File: src/rtl/mem_stage_lsu_pkg.sv
// Shared definitions for the MEM-stage load/store unit: funct3 encodings for
// loads and stores, byte-enable patterns, the LSU FSM state type and the
// alignment-check helper used by the top level.
package mem_stage_lsu_pkg;

  // Load funct3 encodings
  localparam logic [2:0] F3_LB  = 3'b000;
  localparam logic [2:0] F3_LH  = 3'b001;
  localparam logic [2:0] F3_LW  = 3'b010;
  localparam logic [2:0] F3_LBU = 3'b100;
  localparam logic [2:0] F3_LHU = 3'b101;

  // Store funct3 encodings
  localparam logic [2:0] F3_SB  = 3'b000;
  localparam logic [2:0] F3_SH  = 3'b001;
  localparam logic [2:0] F3_SW  = 3'b010;

  // Byte-enable base patterns (shifted into place by the byte offset)
  localparam logic [3:0] BE_BYTE = 4'b0001;
  localparam logic [3:0] BE_HALF = 4'b0011;
  localparam logic [3:0] BE_WORD = 4'b1111;

  typedef enum logic [1:0] {
    ST_IDLE,
    ST_REQ,
    ST_RESP
  } lsu_state_e;

  // Halfword accesses need addr[0]=0, words need addr[1:0]=0; encodings with
  // no defined access size (011/110/111) are always treated as misaligned.
  function automatic logic is_misaligned(input logic [2:0] f3, input logic [1:0] addr_lo);
    case (f3)
      3'b001, 3'b101:         is_misaligned = addr_lo[0];
      3'b010:                 is_misaligned = |addr_lo;
      3'b011, 3'b110, 3'b111: is_misaligned = 1'b1;
      default:                is_misaligned = 1'b0;
    endcase
  endfunction

endpackage

File: src/rtl/lsu_align.sv
// Byte-lane steering for the LSU (purely combinational).
//   is_store   : current op is a store (selects store be/wdata, else load be)
//   func3      : access size / sign
//   addr_lo    : effective address bits [1:0]
//   store_data : rs2 value to be written
//   load_rdata : raw word returned by data memory
//   be, wdata  : byte enables and lane-replicated write data for the request
//   load_data  : extracted and sign/zero-extended load result
module lsu_align
  import mem_stage_lsu_pkg::*;
(
  input  logic        is_store,
  input  logic [2:0]  func3,
  input  logic [1:0]  addr_lo,
  input  logic [31:0] store_data,
  input  logic [31:0] load_rdata,
  output logic [3:0]  be,
  output logic [31:0] wdata,
  output logic [31:0] load_data
);

  logic [7:0]  sel_byte;
  logic [15:0] sel_half;

  // Stores replicate the datum across every lane it could land in, so the
  // memory only has to honour the byte enables.
  always_comb begin
    be    = BE_WORD;
    wdata = '0;
    if (is_store) begin
      case (func3[1:0])
        2'b00: begin
          be    = BE_BYTE << addr_lo;
          wdata = {4{store_data[7:0]}};
        end
        2'b01: begin
          be    = BE_HALF << {addr_lo[1], 1'b0};
          wdata = {2{store_data[15:0]}};
        end
        default: begin
          be    = BE_WORD;
          wdata = store_data;
        end
      endcase
    end
  end

  always_comb begin
    case (addr_lo)
      2'd0:    sel_byte = load_rdata[7:0];
      2'd1:    sel_byte = load_rdata[15:8];
      2'd2:    sel_byte = load_rdata[23:16];
      default: sel_byte = load_rdata[31:24];
    endcase
    sel_half = addr_lo[1] ? load_rdata[31:16] : load_rdata[15:0];
  end

  always_comb begin
    case (func3)
      F3_LB:   load_data = {{24{sel_byte[7]}}, sel_byte};
      F3_LBU:  load_data = {24'b0, sel_byte};
      F3_LH:   load_data = {{16{sel_half[15]}}, sel_half};
      F3_LHU:  load_data = {16'b0, sel_half};
      default: load_data = load_rdata;
    endcase
  end

endmodule

File: src/rtl/mem_stage_lsu.sv
// MEM pipeline stage with load/store unit and MEM/WB register.
//   clk, rst             : clock, synchronous active-high reset
//   me_*                 : EX/MEM register contents (address, store data, control)
//   dmem_req/we/addr/wdata/be, dmem_ready : data-memory request channel
//   dmem_rvalid/rdata    : data-memory load response
//   mem_stall            : freeze IF..EX/MEM this cycle
//   wb_*                 : registered MEM/WB outputs
// Stores complete on acceptance; loads wait in RESP for rvalid. Misaligned
// ops never reach memory and are reported through wb_mem_exc.
module mem_stage_lsu
  import mem_stage_lsu_pkg::*;
#(
  parameter int XLEN = 32
) (
  input  logic            clk,
  input  logic            rst,
  input  logic [XLEN-1:0] me_alu_o,
  input  logic [XLEN-1:0] me_regs_data2,
  input  logic [4:0]      me_rd,
  input  logic            me_mem_read,
  input  logic            me_mem_write,
  input  logic            me_mem2reg,
  input  logic            me_regs_write,
  input  logic [2:0]      me_func3_code,
  output logic            dmem_req,
  output logic            dmem_we,
  output logic [XLEN-1:0] dmem_addr,
  output logic [XLEN-1:0] dmem_wdata,
  output logic [3:0]      dmem_be,
  input  logic            dmem_ready,
  input  logic            dmem_rvalid,
  input  logic [XLEN-1:0] dmem_rdata,
  output logic            mem_stall,
  output logic [XLEN-1:0] wb_alu_o,
  output logic [XLEN-1:0] wb_load_data,
  output logic [4:0]      wb_rd,
  output logic            wb_mem2reg,
  output logic            wb_regs_write,
  output logic            wb_mem_exc
);

  lsu_state_e      state, state_nxt;
  logic            op_valid, op_mis, op_go;
  logic [XLEN-1:0] load_fmt;

  assign op_valid = me_mem_read | me_mem_write;
  assign op_mis   = op_valid & is_misaligned(me_func3_code, me_alu_o[1:0]);
  assign op_go    = op_valid & ~op_mis;

  assign dmem_we   = me_mem_write;
  assign dmem_addr = {me_alu_o[XLEN-1:2], 2'b00};

  lsu_align u_align (
    .is_store   (me_mem_write),
    .func3      (me_func3_code),
    .addr_lo    (me_alu_o[1:0]),
    .store_data (me_regs_data2),
    .load_rdata (dmem_rdata),
    .be         (dmem_be),
    .wdata      (dmem_wdata),
    .load_data  (load_fmt)
  );

  always_ff @(posedge clk) begin
    if (rst) state <= ST_IDLE;
    else     state <= state_nxt;
  end

  // RESP only listens to rvalid, so a response arriving alongside ready (or
  // a stray one after reset) cannot complete anything.
  always_comb begin
    state_nxt = state;
    dmem_req  = 1'b0;
    mem_stall = 1'b0;
    case (state)
      ST_IDLE, ST_REQ: begin
        if (op_go) begin
          dmem_req = 1'b1;
          if (!dmem_ready) begin
            mem_stall = 1'b1;
            state_nxt = ST_REQ;
          end else if (me_mem_write) begin
            state_nxt = ST_IDLE;
          end else begin
            mem_stall = 1'b1;
            state_nxt = ST_RESP;
          end
        end else begin
          state_nxt = ST_IDLE;
        end
      end
      ST_RESP: begin
        if (dmem_rvalid) state_nxt = ST_IDLE;
        else             mem_stall = 1'b1;
      end
      default: state_nxt = ST_IDLE;
    endcase
  end

  // MEM/WB register: a stalled edge becomes a bubble with data fields held.
  always_ff @(posedge clk) begin
    if (rst) begin
      wb_alu_o      <= '0;
      wb_load_data  <= '0;
      wb_rd         <= '0;
      wb_mem2reg    <= 1'b0;
      wb_regs_write <= 1'b0;
      wb_mem_exc    <= 1'b0;
    end else if (mem_stall) begin
      wb_mem2reg    <= 1'b0;
      wb_regs_write <= 1'b0;
      wb_mem_exc    <= 1'b0;
    end else begin
      wb_alu_o      <= me_alu_o;
      wb_load_data  <= (me_mem_read & ~op_mis) ? load_fmt : '0;
      wb_rd         <= me_rd;
      wb_mem2reg    <= me_mem2reg;
      wb_regs_write <= me_regs_write & ~op_mis;
      wb_mem_exc    <= op_mis;
    end
  end

endmodule

File: config.mk
export PLATFORM = sky130hd
export DESIGN_NAME = mem_stage_lsu
export DESIGN_NICKNAME = d
export VERILOG_FILES = /design/src/rtl/mem_stage_lsu_pkg.sv /design/src/rtl/lsu_align.sv /design/src/rtl/mem_stage_lsu.sv
export SDC_FILE = /design/constraint.sdc
export NUM_CORES = 1
export LEC_CHECK = 0
export CORE_MARGIN = 2
export CORE_UTILIZATION = 34
export CTS_CLUSTER_SIZE = 20
export DETAILED_ROUTE_END_ITERATION = 8
export GPL_TIMING_DRIVEN = 0
export PLACE_DENSITY_LB_ADDON = 0.08
export SYNTH_ARGS = -nofsm -noshare
export SYNTH_HDL_FRONTEND = slang
export SYNTH_SLANG_ARGS = --single-unit
File: constraint.sdc
create_clock -name clk -period 1.7 [get_ports clk]
set_clock_uncertainty 0.05 [all_clocks]
set_input_delay 0.34 -clock clk [delete_from_list [all_inputs] [get_ports clk]]
set_output_delay 0.34 -clock clk [all_outputs]
set_load 0.02 [all_outputs]
==> results.json, run 1 <==
{
  "ys.flop_type": "dfxtp_1",
  "worstPathBufferInverterCount": 4,
  "grt_max_degree": 20,
  "slowest_stage_cell_on_the_critical_path": "or3_4",
  "worst_path_arrival_ns": 1.41,
  "synth_enable_flop_cells": 0,
  "cts_buffer_depth": 2,
  "antennaDiodeCount": 0,
  "avgViaCountPerCell": 5.021,
  "synth.top_cells.by_count": "nand2_1 (92), dfxtp_1 (74), mux2i_1 (60)",
  "leakagePower_uw": 0.004161,
  "status": "finished with violations",
  "layout-drive-gt1-share": 0.2526,
  "tritoncts.num_buffers": 9,
  "max-cap-violations": 0,
  "synthMostInstantiatedCell": "nand2_1",
  "worst_hold_path_type": "in2reg",
  "clockRootBuffer": "clkbuf_16",
  "rsz_0062_raised_after_global_routing": "true",
  "post_synth_inst_count": 495,
  "totalWireLength_mm": 15.70,
  "die_w_um": 114.2,
  "gpl.final_weighted_congestion": 0.8146,
  "yosysWarnings": 0,
  "cells_along_the_critical_path": "buf_12 -> nor2_4 -> or3_4 -> a21oi_4 -> buf_8 -> clkinvlp_4 -> buf_6",
  "placedInstanceArea_mm2": 0.006914,
  "post-synth-top-area-fraction": 0.3591,
  "proportion_of_synthesized_chip_area_in_sequential_cells": 0.3591,
  "ir_worst_vdd_uv": 499.8,
  "die_y_um": 114.2,
  "initial_utilization": 0.3463,
  "maxSlewViolCount": 0,
  "r2r_setup_slack_ns": 0,
  "critical-path-max-stage-delay_ns": 0.41,
  "power.density_cell_area_mw_per_mm2": 690.5,
  "global_route_wire_length_before_repair_mm": 24.05,
  "fp.dieArea_mm2": 0.01303,
  "rows": 40,
  "nNetsFinal": 892,
  "post-route-period-util": 1.059,
  "final_util": 0.6445,
  "timing.hold.ws_ns": 0.3060,
  "end_kind": "primary output",
  "core_region_area_mm2": 0.01191,
  "fillers": 1085,
  "synth_cell_types": 45,
  "clk-insertion-delay-late_ns": 0.34,
  "setup-violations-final": 2,
  "synth.largest_area_cell": "dfxtp_1",
  "cp_top_family": "simple AND/OR/NAND/NOR gates",
  "detail_route.first_pass.iterations": 4,
  "crit_path_max_fanout": 6,
  "syn_to_final_growth_pct": 86.11,
  "critPathKind": "in2out",
  "clkSinkCount": 74,
  "layout_setup_ws_ns": -0.09985,
  "post_cts_hold_buffer_count": 0,
  "detailedRoute.firstIterationViolations": 177,
  "grt_overflow": 0,
  "global_route_total_usage_across_every_layer": 0.2324,
  "totalNegativeSetupSlack_ns": -0.1609,
  "timing_hold_violations_final": 0,
  "postLayoutCellArea_mm2": 0.007677,
  "io-pin-count": 255,
  "first_global_vias": 4802,
  "critPathRequiredTime_ns": 1.31,
  "drt-wirelength-per-cell_um": 16.87,
  "io_buffer_count": 249,
  "tritoncts": "yes",
  "postRouteAntennaNets": 0,
  "grt_antenna_before_repair": 0,
  "post_synth_main_area_contributors": "dfxtp_1 (36%), mux2i_1 (15%), nand2_1 (8.4%)",
  "cts_htree_levels": 3,
  "synth_seq_cells": 74,
  "post_synth_instance_area_mm2": 0.004125,
  "drc": 0,
  "timing.fmax_mhz": 555.6,
  "synth_area_per_cell_um2": 8.334,
  "clk_pin_slew_ns": 0.06,
  "async_reset_ff_frac": 0,
  "violations": "negative setup slack",
  "dp.final_hpwl_mm": 11.68,
  "timing.final.crit_period_ns": 1.800,
  "via_count": 4675,
  "critPathLaunchType": "primary input"
}
==> path summary, 6_finish.rpt <==
check	to	cells past startpoint	startpoint
worst max-delay path	mem_stall	7	me_func3_code[1]
worst min-delay path	state[1]$_SDFFE_PP0N_	2	rst
worst max register to register	wb_regs_write$_SDFF_PP0_	10	state[1]$_SDFFE_PP0N_
worst min register to register	wb_alu_o[5]$_SDFFE_PP0N_	2	wb_alu_o[5]$_SDFFE_PP0N_
==> through the flow <==
stage / power, µW / std cells / worst slack, ns
floorplan: 2729 / 496 / -0.1563
global placement: 3502 / 892 / -1.509
detailed placement: 3525 / 892 / -1.512
CTS: 5313 / 929 / -0.1516
global route: 5557 / 931 / -0.1637
finish: 5301 / 931 / -0.09985
==> power breakdown <==
part | total, µW | internal, µW | switching, µW
combinational | 1680 | 852 | 830
clock | 1740 | 978 | 762
sequential | 1880 | 1830 | 48.5
==> cells in the final DEF, fill, tap and decap left out, types with 7 or more instances in the layout <==
cell	count
a21oi_1	11
a21oi_2	10
a221oi_2	7
a22o_1	11
and2_1	8
buf_2	19
buf_4	66
buf_6	10
clkbuf_16	11
clkbuf_2	8
clkdlybuf4s50_1	102
dfxtp_1	73
dlygate4sd2_1	59
dlymetal6s2s_1	53
mux2i_1	53
mux2i_2	7
nand2_1	92
nand2b_1	8
nor2_1	36
nor2_2	18
o2bb2ai_1	26
==> kinds of logic after synthesis <==
group           synth area share
buf+inv                   0.1146
flops                     0.3591
mux                       0.1510
other cells            0.0009090
compound gates            0.1723
simple gates              0.2020
==> repair_timing <==
action                     4_1_cts  5_1_grt
gates resized for setup        243      105
setup endpoints to repair      151      104
gates cloned                     1        0
pin swaps                        7       10
buffers inserted                23        4
hold endpoints to repair         0        0
==> registers in the layout, indices dropped and copies added, names as in the netlist <==
name,count
wb_alu_o,32
wb_load_data,32
wb_mem_exc,1
wb_regs_write,1
wb_rd,5
wb_mem2reg,1
state,2
==> metal layers <==
| metal | GRT usage | vias to the layer above | wire length, µm |
|---|---|---|---|
| met3 | 0.06882 | 22 | 1239 |
| met4 | 0.06911 | 0 | 240 |
| met5 | 0 | - | 0 |
| li1 | - | 2265 | - |
| met1 | 0.2690 | 2203 | 6209 |
| met2 | 0.4139 | 185 | 8012 |
==> cell type report <==
| type | instances | area (µm²) | share of cell area |
|---|---|---|---|
| buffer | 66 | 593.1 | 0.07725 |
| inverter | 7 | 35.03 | 0.004563 |
| multi-input combinational | 346 | 2436 | 0.3173 |
| clock buffer | 10 | 229.0 | 0.02982 |
| timing repair buffer | 276 | 2684 | 0.3496 |
| tap | 147 | 183.9 | 0.02396 |
| clock inverter | 5 | 31.28 | 0.004074 |
| sequential | 74 | 1485 | 0.1934 |
No activity file was read; power rests on OpenSTA's default activity.
==> run 2, diff against run 1 <==
--- a/config.mk
+++ b/config.mk
@@ -10,7 +10,7 @@
 export CTS_CLUSTER_SIZE = 20
 export DETAILED_ROUTE_END_ITERATION = 8
 export GPL_TIMING_DRIVEN = 0
-export PLACE_DENSITY_LB_ADDON = 0.08
+export PLACE_DENSITY = 0.78
 export SYNTH_ARGS = -nofsm -noshare
 export SYNTH_HDL_FRONTEND = slang
 export SYNTH_SLANG_ARGS = --single-unit
==> run 2 against run 1 <==
Net effect: the flow still finishes with violations (negative setup slack); clock power rose by 9.8%; global-route usage rose by 0.50 points; combinational power rose by 3%; die area did not move; register-to-register slack improved by 0.11 ns; total power rose by 4.2%; critical endpoint unchanged; highest routed layer unchanged.
==> results.json, run 2 (synthesized netlist as in run 1, its figures left out) <==
{
  "status": "finished with violations",
  "violations": "negative setup slack",
  "end_kind": "primary output",
  "clockRootBuffer": "clkbuf_16",
  "drt-wirelength-per-cell_um": 18.03,
  "worst_path_arrival_ns": 1.47,
  "timing_hold_violations_final": 0,
  "global_route_wire_length_before_repair_mm": 24.44,
  "fillers": 975,
  "fin_cells": 930,
  "timing.hold.ws_ns": 0.3103,
  "rsz_0062_raised_after_global_routing": "true",
  "clk-insertion-delay-late_ns": 0.33,
  "crit_path_max_fanout": 2,
  "report.power.total_uw": 5521,
  "gpl.final_weighted_congestion": 0.8877,
  "maxSlewViolCount": 0,
  "slowest_stage_cell_on_the_critical_path": "clkdlybuf4s50_1",
  "grt_antenna_before_repair": 0,
  "most-common-layout-cells": "clkdlybuf4s50_1 (108), nand2_1 (92), dfxtp_1 (73), buf_4 (59), dlygate4sd2_1 (55)",
  "tritoncts": "yes",
  "detailedRoute.firstIterationViolations": 242,
  "layout-drive-gt1-share": 0.2554,
  "critPathLaunchType": "primary input",
  "worst_hold_path_type": "in2reg",
  "final-seq-area_mm2": 0.001483,
  "io-pin-count": 255,
  "post-route-period-util": 1.093,
  "die_y_um": 114.2,
  "multi_input_comb_area_mm2": 0.002484,
  "cts_buffer_depth": 2,
  "via_count": 4824,
  "nNetsFinal": 891,
  "power.density_cell_area_mw_per_mm2": 709.4,
  "timing.final.crit_period_ns": 1.858,
  "critPathRequiredTime_ns": 1.31,
  "global_route_total_usage_across_every_layer": 0.2374,
  "critPathKind": "in2out",
  "dp.final_hpwl_mm": 12.22,
  "setup-violations-final": 9,
  "cts_htree_levels": 3,
  "cells_along_the_critical_path": "clkdlybuf4s50_1 -> nor3b_4 -> a21oi_4 -> buf_8 -> clkinvlp_4 -> buf_6",
  "max-cap-violations": 0,
  "post_cts_hold_buffer_count": 0,
  "clk_pin_slew_ns": 0.06,
  "rows": 40,
  "syn_to_final_growth_pct": 88.69,
  "antennaDiodeCount": 0,
  "leakagePower_uw": 0.004058,
  "die_w_um": 114.2,
  "initial_utilization": 0.3463,
  "tritoncts.num_buffers": 9,
  "totalWireLength_mm": 16.77,
  "grt_max_degree": 20,
  "core_region_area_mm2": 0.01191,
  "clkSinkCount": 74,
  "grt_overflow": 0,
  "layout_top_registers": "wb_alu_o (32), wb_load_data (32), wb_rd (5)",
  "fp.dieArea_mm2": 0.01303,
  "layout.cells.most_common": "clkdlybuf4s50_1",
  "ir_worst_vdd_uv": 409.2,
  "layout_setup_ws_ns": -0.1581,
  "io_buffer_count": 249,
  "drc": 0,
  "postRouteAntennaNets": 0,
  "detail_route.first_pass.iterations": 5,
  "first_global_vias": 4720,
  "timing.fmax_mhz": 538.2,
  "critical-path-max-stage-delay_ns": 0.47,
  "avgViaCountPerCell": 5.187,
  "place.detailed.instances": 892
}
run 2: cell types whose count changed in the layout (fill, tap and decap cells not counted), sizes merged:
cell	delta
buf	+1
bufinv	+1
clkbuf	+1
clkdlybuf4s15	+4
clkdlybuf4s50	+6
clkinv	-2
dlygate4sd2	-4
dlymetal6s2s	-8
run 2: worst max-delay path, delay by kind of cell:
kind | cells | cell delay [ns]
AO/OA/AOI/OAI | 1 | 0.06
buffers and inverters | 4 | 0.77
AND/OR/NAND/NOR | 1 | 0.29
run 2: stage by stage:
step | setup WS (ns) | cell area [µm²] | setup TNS (ns) | util
after floorplan | -0.1563 | 4238 | -0.8296 | -
after global placement | -1.421 | 6914 | -100.27 | 0.5805
after detailed placement | -1.475 | 6914 | -102.77 | 0.5805
after CTS | -0.1774 | 7381 | -0.3082 | 0.6196
after global routing | -0.1897 | 7784 | -0.9807 | 0.6535
final | -0.1581 | 7784 | -0.5636 | 0.6535
run 2: cell type report:
class,instances,area share
timing repair buffer,274,0.3448
multi-input combinational,346,0.3191
sequential,74,0.1905
buffer,67,0.07973
clock buffer,11,0.03118
tap,147,0.02363
clock inverter,4,0.006591
inverter,7,0.004501
run 2: routing by layer:
metal | global-route usage | up-vias | routed length, µm
li1 | - | 2258 | -
met1 | 0.2796 | 2253 | 6439
met2 | 0.4163 | 276 | 8377
met3 | 0.06776 | 37 | 1519
met4 | 0.07561 | 0 | 434
met5 | 0 | - | 0
run 2: where the power goes:
part / internal, µW / leakage (µW) / total, µW / switching, µW
Clock: 1170 / 0.000142 / 1910 / 738
Combinational: 866 / 0.00331 / 1730 / 864
Sequential: 1830 / 0.000607 / 1880 / 50.4
Total: 3870 / 0.00406 / 5520 / 1650
run 2: worst paths after layout:
kind                             endpoint  slack, ns                 startpoint  cells after the start
max                             mem_stall      -0.16                dmem_rvalid                      6
max reg2reg  wb_load_data[4]$_SDFFE_PP0N_       0.11      state[1]$_SDFFE_PP0N_                      5
min reg2reg     wb_alu_o[26]$_SDFFE_PP0N_       0.40  wb_alu_o[26]$_SDFFE_PP0N_                      2
min                 state[1]$_SDFFE_PP0N_       0.31                        rst                      2
run 2: repair_timing:
action,in CTS,in global routing
cloned,0,2
pin swaps,7,5
setup endpoints to repair,149,140
gates resized for setup,271,109
setup buffers,12,12
==> run 3, diff against run 2 <==
--- a/config.mk
+++ b/config.mk
@@ -7,7 +7,7 @@
 export LEC_CHECK = 0
 export CORE_MARGIN = 2
 export CORE_UTILIZATION = 34
-export CTS_CLUSTER_SIZE = 20
+export CTS_CLUSTER_SIZE = 16
 export DETAILED_ROUTE_END_ITERATION = 8
 export GPL_TIMING_DRIVEN = 0
 export PLACE_DENSITY = 0.78
==> results of run 3 <==
The final DEF is identical to that of run 2; final timing and power are the same.
